`src/rtl/wb_arbiter_if.sv`:
```
// Bus between the execute units / issue stage and the writeback arbiter.
// Carries the ALU and multiplier result streams, the hazard query and the register-file write port.
interface wb_arbiter_if #(
    parameter int DEPTH = 4,
    parameter int CW    = $clog2(DEPTH) + 1
);
    logic          alu_valid_i;
    logic [4:0]    alu_rd_i;
    logic [31:0]   alu_value_i;
    logic          mul_valid_i;
    logic [4:0]    mul_rd_i;
    logic [31:0]   mul_value_i;
    logic          mul_full_o;
    logic [CW-1:0] fifo_count_o;
    logic [4:0]    query_rd_i;
    logic          query_hit_o;
    logic          rf_we_o;
    logic [4:0]    rf_waddr_o;
    logic [31:0]   rf_wdata_o;
    logic          overflow_o;

    modport slave (
        input  alu_valid_i, alu_rd_i, alu_value_i,
        input  mul_valid_i, mul_rd_i, mul_value_i,
        input  query_rd_i,
        output mul_full_o, fifo_count_o, query_hit_o,
        output rf_we_o, rf_waddr_o, rf_wdata_o, overflow_o
    );

    modport master (
        output alu_valid_i, alu_rd_i, alu_value_i,
        output mul_valid_i, mul_rd_i, mul_value_i,
        output query_rd_i,
        input  mul_full_o, fifo_count_o, query_hit_o,
        input  rf_we_o, rf_waddr_o, rf_wdata_o, overflow_o
    );
endinterface

```
`src/rtl/wb_arbiter.sv`:
```
// Writeback arbiter: merges ALU and multiplier results onto one register-file write port,
// buffering losing multiplier results in an in-order FIFO with a pending-destination lookup.
module wb_arbiter #(
    parameter int DEPTH = 4
) (
    input  logic         clk_i,
    input  logic         reset_i,
    wb_arbiter_if.slave  bus
);
    localparam int PW = $clog2(DEPTH);
    localparam int CW = PW + 1;

    logic [PW-1:0] r_rdPtr;
    logic [PW-1:0] r_wrPtr;
    logic [CW-1:0] r_count;
    logic          r_overflow;
    logic          r_rfWe;
    logic [4:0]    r_rfWaddr;
    logic [31:0]   r_rfWdata;
    logic [4:0]    r_fifoRd  [DEPTH];
    logic [31:0]   r_fifoVal [DEPTH];

    logic          w_aluSel;
    logic          w_mulOk;
    logic          w_empty;
    logic          w_full;
    logic          w_pop;
    logic          w_bypass;
    logic          w_pushReq;
    logic          w_push;
    logic          w_drop;
    logic          w_queryHit;
    logic [PW-1:0] w_scanIdx;

    // rd == 0 results are treated as if they never arrived.
    assign w_aluSel  = bus.alu_valid_i && (bus.alu_rd_i != 5'd0);
    assign w_mulOk   = bus.mul_valid_i && (bus.mul_rd_i != 5'd0);
    assign w_empty   = (r_count == '0);
    assign w_full    = (r_count == CW'(DEPTH));
    assign w_pop     = !w_aluSel && !w_empty;
    assign w_bypass  = !w_aluSel && w_empty && w_mulOk;
    assign w_pushReq = w_mulOk && !w_bypass;
    assign w_push    = w_pushReq && (!w_full || w_pop);
    assign w_drop    = w_pushReq && w_full && !w_pop;

    always_ff @(posedge clk_i or negedge reset_i) begin
        if (!reset_i) begin
            r_rfWe     <= 1'b0;
            r_rfWaddr  <= 5'd0;
            r_rfWdata  <= 32'd0;
            r_rdPtr    <= '0;
            r_wrPtr    <= '0;
            r_count    <= '0;
            r_overflow <= 1'b0;
        end else begin
            if (w_aluSel) begin
                r_rfWe    <= 1'b1;
                r_rfWaddr <= bus.alu_rd_i;
                r_rfWdata <= bus.alu_value_i;
            end else if (w_pop) begin
                r_rfWe    <= 1'b1;
                r_rfWaddr <= r_fifoRd[r_rdPtr];
                r_rfWdata <= r_fifoVal[r_rdPtr];
            end else if (w_bypass) begin
                r_rfWe    <= 1'b1;
                r_rfWaddr <= bus.mul_rd_i;
                r_rfWdata <= bus.mul_value_i;
            end else begin
                r_rfWe <= 1'b0;
            end
            if (w_pop) begin
                r_rdPtr <= r_rdPtr + PW'(1);
            end
            if (w_push) begin
                r_wrPtr <= r_wrPtr + PW'(1);
            end
            r_count <= r_count + CW'(w_push) - CW'(w_pop);
            if (w_drop) begin
                r_overflow <= 1'b1;
            end
        end
    end

    // FIFO payload needs no reset: only entries inside the count window are ever read.
    always_ff @(posedge clk_i) begin
        if (w_push) begin
            r_fifoRd[r_wrPtr]  <= bus.mul_rd_i;
            r_fifoVal[r_wrPtr] <= bus.mul_value_i;
        end
    end

    always_comb begin
        w_queryHit = 1'b0;
        w_scanIdx  = '0;
        for (int i = 0; i < DEPTH; i++) begin
            w_scanIdx = r_rdPtr + PW'(i);
            if ((CW'(i) < r_count) && (r_fifoRd[w_scanIdx] == bus.query_rd_i)) begin
                w_queryHit = 1'b1;
            end
        end
        if (r_rfWe && (r_rfWaddr == bus.query_rd_i)) begin
            w_queryHit = 1'b1;
        end
        if (bus.query_rd_i == 5'd0) begin
            w_queryHit = 1'b0;
        end
    end

    assign bus.query_hit_o  = w_queryHit;
    assign bus.mul_full_o   = w_full;
    assign bus.fifo_count_o = r_count;
    assign bus.rf_we_o      = r_rfWe;
    assign bus.rf_waddr_o   = r_rfWaddr;
    assign bus.rf_wdata_o   = r_rfWdata;
    assign bus.overflow_o   = r_overflow;
endmodule

```
`src/flat_wrapper.sv`:
```
// flat-port wrapper written by rule: the top's interface ports become plain ports
module wb_arbiter_flat 
#(
    parameter int DEPTH = 4
)
  (clk_i, reset_i, bus_alu_valid_i, bus_alu_rd_i, bus_alu_value_i, bus_mul_valid_i, bus_mul_rd_i, bus_mul_value_i, bus_query_rd_i, bus_mul_full_o, bus_fifo_count_o, bus_query_hit_o, bus_rf_we_o, bus_rf_waddr_o, bus_rf_wdata_o, bus_overflow_o);
  wb_arbiter_if #(.DEPTH(DEPTH)) bus_i ();
  input  logic clk_i;
  input  logic reset_i;
  input wire logic [$bits(bus_i.alu_valid_i)-1:0] bus_alu_valid_i;
  input wire logic [$bits(bus_i.alu_rd_i)-1:0] bus_alu_rd_i;
  input wire logic [$bits(bus_i.alu_value_i)-1:0] bus_alu_value_i;
  input wire logic [$bits(bus_i.mul_valid_i)-1:0] bus_mul_valid_i;
  input wire logic [$bits(bus_i.mul_rd_i)-1:0] bus_mul_rd_i;
  input wire logic [$bits(bus_i.mul_value_i)-1:0] bus_mul_value_i;
  input wire logic [$bits(bus_i.query_rd_i)-1:0] bus_query_rd_i;
  output wire logic [$bits(bus_i.mul_full_o)-1:0] bus_mul_full_o;
  output wire logic [$bits(bus_i.fifo_count_o)-1:0] bus_fifo_count_o;
  output wire logic [$bits(bus_i.query_hit_o)-1:0] bus_query_hit_o;
  output wire logic [$bits(bus_i.rf_we_o)-1:0] bus_rf_we_o;
  output wire logic [$bits(bus_i.rf_waddr_o)-1:0] bus_rf_waddr_o;
  output wire logic [$bits(bus_i.rf_wdata_o)-1:0] bus_rf_wdata_o;
  output wire logic [$bits(bus_i.overflow_o)-1:0] bus_overflow_o;
  assign bus_i.alu_valid_i = bus_alu_valid_i;
  assign bus_i.alu_rd_i = bus_alu_rd_i;
  assign bus_i.alu_value_i = bus_alu_value_i;
  assign bus_i.mul_valid_i = bus_mul_valid_i;
  assign bus_i.mul_rd_i = bus_mul_rd_i;
  assign bus_i.mul_value_i = bus_mul_value_i;
  assign bus_i.query_rd_i = bus_query_rd_i;
  assign bus_mul_full_o = bus_i.mul_full_o;
  assign bus_fifo_count_o = bus_i.fifo_count_o;
  assign bus_query_hit_o = bus_i.query_hit_o;
  assign bus_rf_we_o = bus_i.rf_we_o;
  assign bus_rf_waddr_o = bus_i.rf_waddr_o;
  assign bus_rf_wdata_o = bus_i.rf_wdata_o;
  assign bus_overflow_o = bus_i.overflow_o;
  wb_arbiter #(.DEPTH(DEPTH)) u_core (.clk_i(clk_i), .reset_i(reset_i), .bus(bus_i));
endmodule
```
`config.mk`:
```
export PLATFORM = sky130hd
export DESIGN_NAME = wb_arbiter_flat
export DESIGN_NICKNAME = d
export VERILOG_FILES = /design/src/rtl/wb_arbiter_if.sv /design/src/rtl/wb_arbiter.sv /design/src/flat_wrapper.sv
export SDC_FILE = /design/constraint.sdc
export NUM_CORES = 1
export LEC_CHECK = 0
export ABC_AREA = 1
export CORE_MARGIN = 10
export CORE_UTILIZATION = 45
export CTS_BUF_LIST = sky130_fd_sc_hd__clkbuf_16
export DETAILED_ROUTE_END_ITERATION = 10
export GPL_ROUTABILITY_DRIVEN = 1
export PLACE_DENSITY = 0.74
export RECOVER_POWER = 50
export SLEW_MARGIN = 10
export SYNTH_ARGS = -nofsm -noshare
export SYNTH_HDL_FRONTEND = slang
export SYNTH_SLANG_ARGS = --single-unit
```
`constraint.sdc`:
```
create_clock -name clk_i -period 3.15 [get_ports clk_i]
set_input_delay 0.315 -clock clk_i [delete_from_list [all_inputs] [get_ports clk_i]]
set_output_delay 0.315 -clock clk_i [all_outputs]
set_load 0.005 [all_outputs]
```
==> impl_metrics.ini, run 1 <==
[synth]
synth_top_area_share_pct = 50.27
yosysWarnings = 0
synth_area_leaders = edfxtp_1 (50%), dfrtp_1 (13%), nand2_1 (12%)
async_flop_share_pct = 23.71
synth-seq-area-share_pct = 63.29
postSynthCellCount = 868
ys_seq_elements = 194
yosysMostFrequentCell = nand2_1
yosys-top-cells-count = nand2_1 (286), edfxtp_1 (148), nand3_1 (101), nor2_1 (48), dfrtp_1 (46)
synth_cell_types = 36
syn_area_um2 = 8841
synth_edf_count = 148
synth_ff_type = edfxtp_1
syn_nets = 960
synth_top_area_cell = edfxtp_1
syn_avg_cell_area_um2 = 10.19

[floorplanning]
placementRows = 51
die_w_um = 160.2
coreArea_um2 = 19400
start_util_pct = 45.58
ios = 127
die_h_um = 160.2
die-area_um2 = 25650

[setup_path]
reg2reg_from = u_core.bus.fifo_count_o[2]$_DFF_PN0_
end_kind = output port
required_ns = 2.83
critPathLaunch = u_core.r_rdPtr[0]$_DFFE_PN0N_
crit_path_end = bus_query_hit_o
reg2reg_to = u_core.bus.fifo_count_o[2]$_DFF_PN0_
critPathKind = flip-flop to output port
arrival_ns = 2.63
start_kind = flip-flop
crit_fanout = 21
rrSetupSlack_ns = 1.04
rr_worst_depth = 8

[detailed_routing]
dr.pass1.iters = 6
num_vias = 6918
routed_wl_mm = 23.90
wl_per_cell_um = 18.77
ant_nets = 0
drt_iter0_drc = 727
post_drt_via_cell_ratio = 5.434
drc_errors = 0

[layout]
drive_above_1_share_pct = 7.249
fin_nets = 1086
area_delta_synth_final_pct = 24.95
num-fill-cells = 1665

[grt]
grt_util_met3_pct = 4.036
antenna_found_initial = 1
gr-max-usage-layer = met2
grtUsageMet1_pct = 24.62
grt_pass1_vias = 6806
grtUsageMet2_pct = 30.12
grt_pass1_wl_mm = 37.92
grtUsageTotal_pct = 18.60
grt_max_degree = 45
grt.overflow.total = 0

[clocking]
cts_buffer_depth = 2
cts.hold.buffers_added = 0
clock_latency_ns = 0.42
cts.sinks = 194
cts.htree.levels = 4
cts_made_buffers = 17
clk_pin_slew_ns = 0.07
root_buffer = clkbuf_16
tritoncts = done

[run_status]
violations = max-capacitance violations, max-slew violations
status = finished with violations

[place]
gp_congestion = 0.9444
numPortBuffers = 126
hpwl_mm = 16.43

[timing]
finalSetupTns_ns = 0
max_freq_mhz = 340.1
setup_viol = 0
drv_slew = 34
rsz0062_at_grt = no
hold_viol = 0
worstMarginPinSlew_ns = 2.175
period_minus_slack_ns = 2.940
fin_skew_ns = 0.008474
timing.final.crit_share_pct = 93.33
relSlewSlack_pct = -45.01

[power]
power-per-cell-area_nw_per_um2 = 892.8
vdd_drop_max_mv = 0.5535
p_leak_nw = 4.320
finalPower_mw = 9.862

[flow_run]
drv_cap = 1

[worst_hold_path]
hold_path.class = input port to flip-flop
-- how the worst min path moves through the flow --
stage                                            endpoint  slack, ns                                  from  depth (start not counted)
detailed placement   u_core.bus.rf_waddr_o[0]$_DFFE_PN0P_       0.50                               reset_i                          1
floorplan            u_core.bus.fifo_count_o[0]$_DFF_PN0_       0.02                               reset_i                          0
global placement     u_core.bus.rf_wdata_o[9]$_DFFE_PN0P_       0.48  u_core.bus.rf_wdata_o[9]$_DFFE_PN0P_                          2
CTS                          u_core.bus.rf_we_o$_DFF_PN0_       0.03                               reset_i                          1
finish              u_core.bus.rf_wdata_o[12]$_DFFE_PN0P_       0.46                   bus_alu_value_i[12]                          3
global route         u_core.bus.rf_wdata_o[6]$_DFFE_PN0P_       0.47                    bus_alu_value_i[6]                          3
-- flip-flops by register name (all words and copies together), names as in the netlist --
signal and flops:
u_core.bus.fifo_count_o 3, u_core.bus.overflow_o 1, u_core.bus.rf_waddr_o 5, u_core.bus.rf_wdata_o 32, u_core.bus.rf_we_o 1, u_core.r_fifoRd 20, u_core.r_fifoVal 128, u_core.r_rdPtr 2
u_core.r_wrPtr 2
-- worst max-delay path: stages (launching register included) --
cell and delay [ns]:
dfrtp_2 0.47, inv_6 0.17, buf_8 0.20, nand2_1 0.08, and2_1 0.16, o211ai_1 0.17
nand3_1 0.11, nor2_1 0.12, nor2_1 0.05, a21oi_1 0.14, clkdlybuf4s50_1 0.52
-- per-stage QoR --
step	instance area (µm²)	utilization (%)	hold slack, ns	std cells	setup WS, ns
detailed placement	10430	53.75	0.4975	1239	0.5147
finish	11050	56.95	0.4570	1273	0.2100
global route	11040	56.93	0.4678	1272	0.01797
global placement	10430	53.75	0.4792	1239	0.5230
CTS	11020	56.79	0.03319	1271	0.05442
floorplan	8841	-	0.01941	868	0.1216
-- layout make-up --
type / count / area, µm² / area share [%]
repair buffers: 155 / 1514 / 13.70
clock inverters: 15 / 165.2 / 1.495
well taps: 265 / 331.6 / 3.001
inverters: 41 / 158.9 / 1.438
diodes: 1 / 2.502 / 0.02265
multi-input cells: 585 / 2851 / 25.81
clock buffers: 17 / 425.4 / 3.851
flip-flops and latches: 194 / 5598 / 50.67
-- cells in the final DEF (no fill, tap or decap), drive strengths merged, types with 12 or more instances in the layout --
cell / instances
nand2: 291
o21ai: 39
dlygate4sd3: 56
edfxtp: 148
nor2: 49
nand3: 101
clkbuf: 21
nand4: 17
inv: 44
clkdlybuf4s50: 69
a21oi: 12
a41oi: 18
dfrtp: 46
buf: 26
a31oi: 12
-- timing repair --
item,CTS,global route
resized for setup,0,10
endpoints found under the setup margin,0,1
endpoints found under the hold margin,0,0
setup buffers,0,1
-- cell families (layout without fill, tap and decap cells) --
group / count (synthesis) / count (layout) / synth area share (%)
xor gates and xnor gates: 4 / 4 / 0.3963
AOI/OAI and AO/OA: 107 / 107 / 7.840
and+or+nand+nor: 465 / 465 / 22.23
DFF: 194 / 194 / 63.29
adders and majority gates: 9 / 9 / 1.359
other: 0 / 1 / 0
buffers and inverters: 89 / 228 / 4.883
-- power breakdown --
group          leakage (nW)  internal [mW]  switching [mW]
Clock                 0.286           1.24           0.903
Sequential             1.90           3.46           0.328
Combinational          2.13           1.53            2.40
-- per-layer routing --
| metal | part of all wire [%] | up-vias |
|---|---|---|
| met3 | 7.6 | 29 |
| met1 | 43 | 3306 |
| met4 | 1.4 | 0 |
| met5 | 0 | - |
| met2 | 48 | 306 |
| li1 | - | 3277 |
Note: power is estimated with default switching activity, not from simulation.
==> inputs of run 2 (changes only) <==
--- a/config.mk
+++ b/config.mk
@@ -6,6 +6,7 @@
 export NUM_CORES = 1
 export LEC_CHECK = 0
 export ABC_AREA = 1
+export CAP_MARGIN = 20
 export CORE_MARGIN = 10
 export CORE_UTILIZATION = 45
 export CTS_BUF_LIST = sky130_fd_sc_hd__clkbuf_16
==> results of run 2 <==
The final DEF is identical to that of run 1; final timing and power are the same.
==> inputs of run 3 (changes only) <==
--- a/config.mk
+++ b/config.mk
@@ -14,7 +14,6 @@
 export GPL_ROUTABILITY_DRIVEN = 1
 export PLACE_DENSITY = 0.74
 export RECOVER_POWER = 50
-export SLEW_MARGIN = 10
 export SYNTH_ARGS = -nofsm -noshare
 export SYNTH_HDL_FRONTEND = slang
 export SYNTH_SLANG_ARGS = --single-unit
==> results of run 3 <==
The final DEF is identical to that of run 1; final timing and power are the same.
==> variant 1 (flow settings as in run 1) <==
`DEPTH` is set to 4 in 3 places; all go to 8.
--- a/src/rtl/wb_arbiter_if.sv
+++ b/src/rtl/wb_arbiter_if.sv
@@ -1,7 +1,7 @@
 // Bus between the execute units / issue stage and the writeback arbiter.
 // Carries the ALU and multiplier result streams, the hazard query and the register-file write port.
 interface wb_arbiter_if #(
-    parameter int DEPTH = 4,
+    parameter int DEPTH = 8,
     parameter int CW    = $clog2(DEPTH) + 1
 );
     logic          alu_valid_i;
--- a/src/rtl/wb_arbiter.sv
+++ b/src/rtl/wb_arbiter.sv
@@ -1,7 +1,7 @@
 // Writeback arbiter: merges ALU and multiplier results onto one register-file write port,
 // buffering losing multiplier results in an in-order FIFO with a pending-destination lookup.
 module wb_arbiter #(
-    parameter int DEPTH = 4
+    parameter int DEPTH = 8
 ) (
     input  logic         clk_i,
     input  logic         reset_i,
--- a/src/flat_wrapper.sv
+++ b/src/flat_wrapper.sv
@@ -1,7 +1,7 @@
 // flat-port wrapper written by rule: the top's interface ports become plain ports
 module wb_arbiter_flat 
 #(
-    parameter int DEPTH = 4
+    parameter int DEPTH = 8
 )
   (clk_i, reset_i, bus_alu_valid_i, bus_alu_rd_i, bus_alu_value_i, bus_mul_valid_i, bus_mul_rd_i, bus_mul_value_i, bus_query_rd_i, bus_mul_full_o, bus_fifo_count_o, bus_query_hit_o, bus_rf_we_o, bus_rf_waddr_o, bus_rf_wdata_o, bus_overflow_o);
   wb_arbiter_if #(.DEPTH(DEPTH)) bus_i ();
Interface: changed (resized bus_fifo_count_o); port bits go from 127 to 128. No check against the original RTL was run, so the function may have changed too.
==> variant 1 against run 1 <==
  * The run still ends with capacitance limit, slew limit left
  * Final area rose by 77%
  * Critical path depth up 6
  * Clock skew is 5.4 ps higher
  * Sequential cell count up 151
  * Global-route usage up 2.4 points
  * Synthesized cell count up 79%
  * Fmax shrank 1.2%
  * Routed wire length increased by 100%
  * Power is 96% higher
  * Setup slack got worse by 34 ps
  * Area after synthesis rose by 78%
  * First-iteration DRC count up 91%
  * Highest routed layer is now met5
==> variant 1: results (changes against run 1) <==
The flow ran to the end, but the final reports show violations. The checks that failed: capacitance limit, slew limit. Number of flip-flops under the largest register name: 256 (+100%). The largest buffer count on any clock path was 3 (+1); the cell count after placement was 2115 (+71%).

For the wire length of the first global-routing pass, the log shows 71800 µm (+89%). The tools report the synthesized net count as 1651 (+72%). The worst-case reg-to-reg path depth was 11 (+3). The leakage power of the design was 7.37 nW (+71%); the fraction of final layout cells sized beyond drive strength 1 was 0.111 (+0.0386). The adder and majority gate portion of the synthesized area came out at 0.00921 (-0.00438). The slew at the pin with the worst max-slew slack was 2540 ps (+360 ps); the max-capacitance violation count was 1 (unchanged). The tools report the combinational cell fraction of total power as 0.469 (+0.071).

The sequential area share after synthesis is 0.642 (+0.00865). The quantity of I/O buffers inserted on ports was 127 (+0.79%); the xor/xnor share of the synthesized area was 0.00333 (-0.000630). For the HPWL after detailed placement, the log shows 30800 µm (+87%). The tools report the startpoint of the lowest-slack hold path as bus_alu_value_i[2]. The number of synthesized flops with an enable pin is 296 (+100%). The reg2reg setup slack is 420 ps (-620 ps). The area fraction in compound gates after synthesis was 0.0990 (+0.0206).

The proportion of register bits with asynchronous set or reset after synthesis works out to 0.142 (-0.0951). For the cell area reported after detailed placement, the log shows 17900 µm² (+71%). The logs give 108 (+140%) for the pin count of the biggest net entering global routing and 1803 (+66%) for the final net count. In this run the critical register-to-register path is captured at u_core.bus.rf_wdata_o[29]$_DFFE_PN0P_. The gate count of the mapped netlist is 1557 (+79%), and the share of the core filled with cells in the final layout is 0.565 (-0.00496). Switching power: 0.00790 W (+120%). The max-slew violation total from the final report is 36 (+5.9%). The largest driver fanout on the critical path is 11 (-48%), and the worst voltage drop across the vdd grid is 580 µV (+4.8%). The tools report the final weighted congestion of routability-driven global placement as 0.983 (+4.1%). The largest individual stage delay along the critical path comes from the cell dfrtp_4.
==> variant 1: per-layer routing <==
metal | vias up | share of wire | track usage
li1 | 5821 | - | -
met1 | 6151 | 0.40 | 0.276
met2 | 671 | 0.47 | 0.337
met3 | 119 | 0.093 | 0.0433
met4 | 6 | 0.033 | 0.0728
met5 | - | 0.00056 | 0
==> variant 1: final cells by class <==
class | count | area, µm² | area share
multi-input combinational | 1083 | 5350 | 0.274
inverter | 43 | 184 | 0.00943
clock inverter | 30 | 216 | 0.0111
antenna | 4 | 10.0 | 0.000513
timing repair buffer | 200 | 2150 | 0.110
tap | 455 | 569 | 0.0292
sequential | 345 | 10100 | 0.519
clock buffer | 36 | 901 | 0.0462
==> variant 1: repair_timing <==
action                                 in CTS  in global routing
resized for setup                          26                 54
hold buffers                                1                  0
pin swaps                                   8                 12
setup endpoints to repair                   1                  1
gates cloned                                1                  5
endpoints found under the hold margin      30                  0
buffers inserted                            2                  2
==> variant 2 (flow settings as in run 1) <==
Without the edit above. Reset style: synchronous (`reset_i`), changed in one clocked block.
--- a/src/rtl/wb_arbiter.sv
+++ b/src/rtl/wb_arbiter.sv
@@ -43,7 +43,7 @@
     assign w_push    = w_pushReq && (!w_full || w_pop);
     assign w_drop    = w_pushReq && w_full && !w_pop;
 
-    always_ff @(posedge clk_i or negedge reset_i) begin
+    always_ff @(posedge clk_i) begin
         if (!reset_i) begin
             r_rfWe     <= 1'b0;
             r_rfWaddr  <= 5'd0;
Behaviour: differs if reset_i is asserted again (counterexample within 4 cycles, from zero or initial values and one cycle with reset_i low); with reset_i held inactive, the same outputs for 4 cycles.
==> variant 2 against run 1 <==
  * Area after synthesis grew 0.23%
  * Die area grew 0.20%
  * Combinational power shrank 34%
  * Final area grew 0.25%
  * Critical path depth grew 2
  * Via count grew 1.9%
  * Cell count grew 2.0%
  * Routed wire length shrank 2.4%
  * Setup slack gained 25 ps
  * Sequential power shrank 12%
  * Sequential share of layout area shrank 1.9 points
  * Sequential cell count grew 2
  * Power shrank 17%
  * Critical path type unchanged
  * Critical endpoint unchanged
  * Largest power group is now sequential cells
==> variant 2: results (changes against run 1) <==
The logs give 9990 µm (-2.4%) for the met1 wire length and 0.881 (-6.7%) for the final weighted congestion of routability-driven global placement. The final hold slack is 456 ps (-1.32 ps), and the layout filler cell count is 1668 (+0.18%). Reg2reg setup slack: 940 ps (-100 ps). The clock network power share came out at 0.272 (+0.055). The overall fraction of global-route tracks in use came out at 0.179 (-0.00730).

The largest driver fanout on the critical path was 22 (+4.8%). The tools report the wire length after detailed routing as 23300 µm (-2.4%). The logs give 11700 µm (+1.5%) for the total met2 wirelength after detailed routing and 989 (+3.0%) for the synthesized net count. Number of global-route vias before repair: 6838 (+0.47%). The DRC marker count from the first detailed-route iteration came out at 553 (-24%). The run gives 0.00283 W (-22%) as the switching power. The fraction of final layout cells sized beyond drive strength 1 was 0.0942 (+0.0217). The pin count of the biggest net entering global routing was 55 (+22%). For the cell area reported after detailed placement, the log shows 10500 µm² (+0.38%). The endpoint identified for the worst register-to-register timing path is u_core.r_fifoVal[1][0]$_DFFE_PP_. The HPWL after detailed placement was 15800 µm (-3.9%). The tools report the amount of wire on met3 after detailed routing as 1310 µm (-28%).

The run gives 2600 ps (-30 ps) as the endpoint arrival time on the critical path. The run gives 1263 (+1.9%) as the cell count after placement. For the final instance count without filler cells, the log shows 1298 (+2.0%). The total power consumption of the routed design came out at 0.00817 W (-17%).

The tools report the global-route met2 utilization as 0.308 (+0.00701). The worst min-delay path endpoint was u_core.bus.rf_wdata_o[18]$_SDFFE_PN0P_. The tools report the first-pass detailed-route iteration total as 7 (+1).

For the worst voltage drop across the vdd grid, the log shows 417 µV (-25%). The logs give 0.569 (+1.02) for the worst slew margin relative to its limit and 552 ps (+36.9 ps) for the worst slack at placement. Average size of a mapped cell: 9.88 µm² (-3.0%). By count the netlist is led by nand2_1, edfxtp_1, o21ai_0, nor2_1, dfxtp_1. The final net count came out at 1109 (+2.1%). Uppermost layer routed: met4. For the met3 usage in global routing, the log shows 0.0348 (-0.00560).

The sequential area share after synthesis came out at 0.610 (-0.0229). By area the synthesized netlist is led by edfxtp_1, nand2_1, dfxtp_1, o21ai_0, nor2_1. The proportion of register bits with asynchronous set or reset after synthesis is 0 (-0.237). The run gives 37200 µm (-1.9%) as the wire length of the first global-routing pass. The flow ran to the end, and the final reports show no timing, DRC or antenna violations. The tools report the number of distinct standard cells referenced by the synthesized netlist as 35 (-2.8%).

The worst-case reg-to-reg path depth came out at 7 (-1).
[variant 2: cell types whose count changed after synthesis, sizes merged, moves of 7 or more]
cell	run 1	this run
a22o	8	0
a41oi	18	27
clkbuf	17	24
dfrtp	46	0
dfxtp	0	48
inv	41	34
nand2	291	274
nand3	101	39
nand4	17	1
nor2	49	82
o21ai	39	113
o22ai	7	35
[variant 2: cells by family (layout without fill, tap and decap cells)]
kind of cell               count (synthesis)  count (layout)  share of synthesized area
xor gates and xnor gates                   2               2                    0.00282
adders and majority gates                  9               9                     0.0136
and+or+nand+nor                          401             401                      0.183
buffers and inverters                     87             220                     0.0482
AOI/OAI and AO/OA                        202             202                      0.143
DFF                                      196             196                      0.610
other                                      0               3                          0
[variant 2: how the worst max path moves through the flow]
stage / start / end / slack (ps) / cells past startpoint
2_1_floorplan: bus_alu_rd_i[1] / u_core.r_fifoRd[0][0]$_DFFE_PP_ / 130 / 7
3_3_place_gp: bus_query_rd_i[1] / bus_query_hit_o / 610 / 10
3_5_place_dp: bus_alu_rd_i[1] / u_core.bus.rf_wdata_o[2]$_SDFFE_PN0P_ / 550 / 11
4_1_cts: u_core.r_rdPtr[1]$_SDFFE_PN0N_ / bus_query_hit_o / 210 / 13
5_1_grt: u_core.r_rdPtr[0]$_SDFFE_PN0N_ / bus_query_hit_o / 40 / 14
6_report: u_core.r_rdPtr[0]$_SDFFE_PN0N_ / bus_query_hit_o / 230 / 12
[variant 2: cell type report]
type,count,area share
clock buffer,17,0.0384
sequential,196,0.488
antenna,3,0.000678
clock inverter,15,0.0168
inverter,34,0.0118
tap,265,0.0299
multi-input combinational,614,0.277
timing repair buffer,154,0.137
[variant 2: worst min-delay path, cell delays in order]
cell             delay, ps
clkdlybuf4s50_1        400
nand2_1                 60
a31oi_1                 70
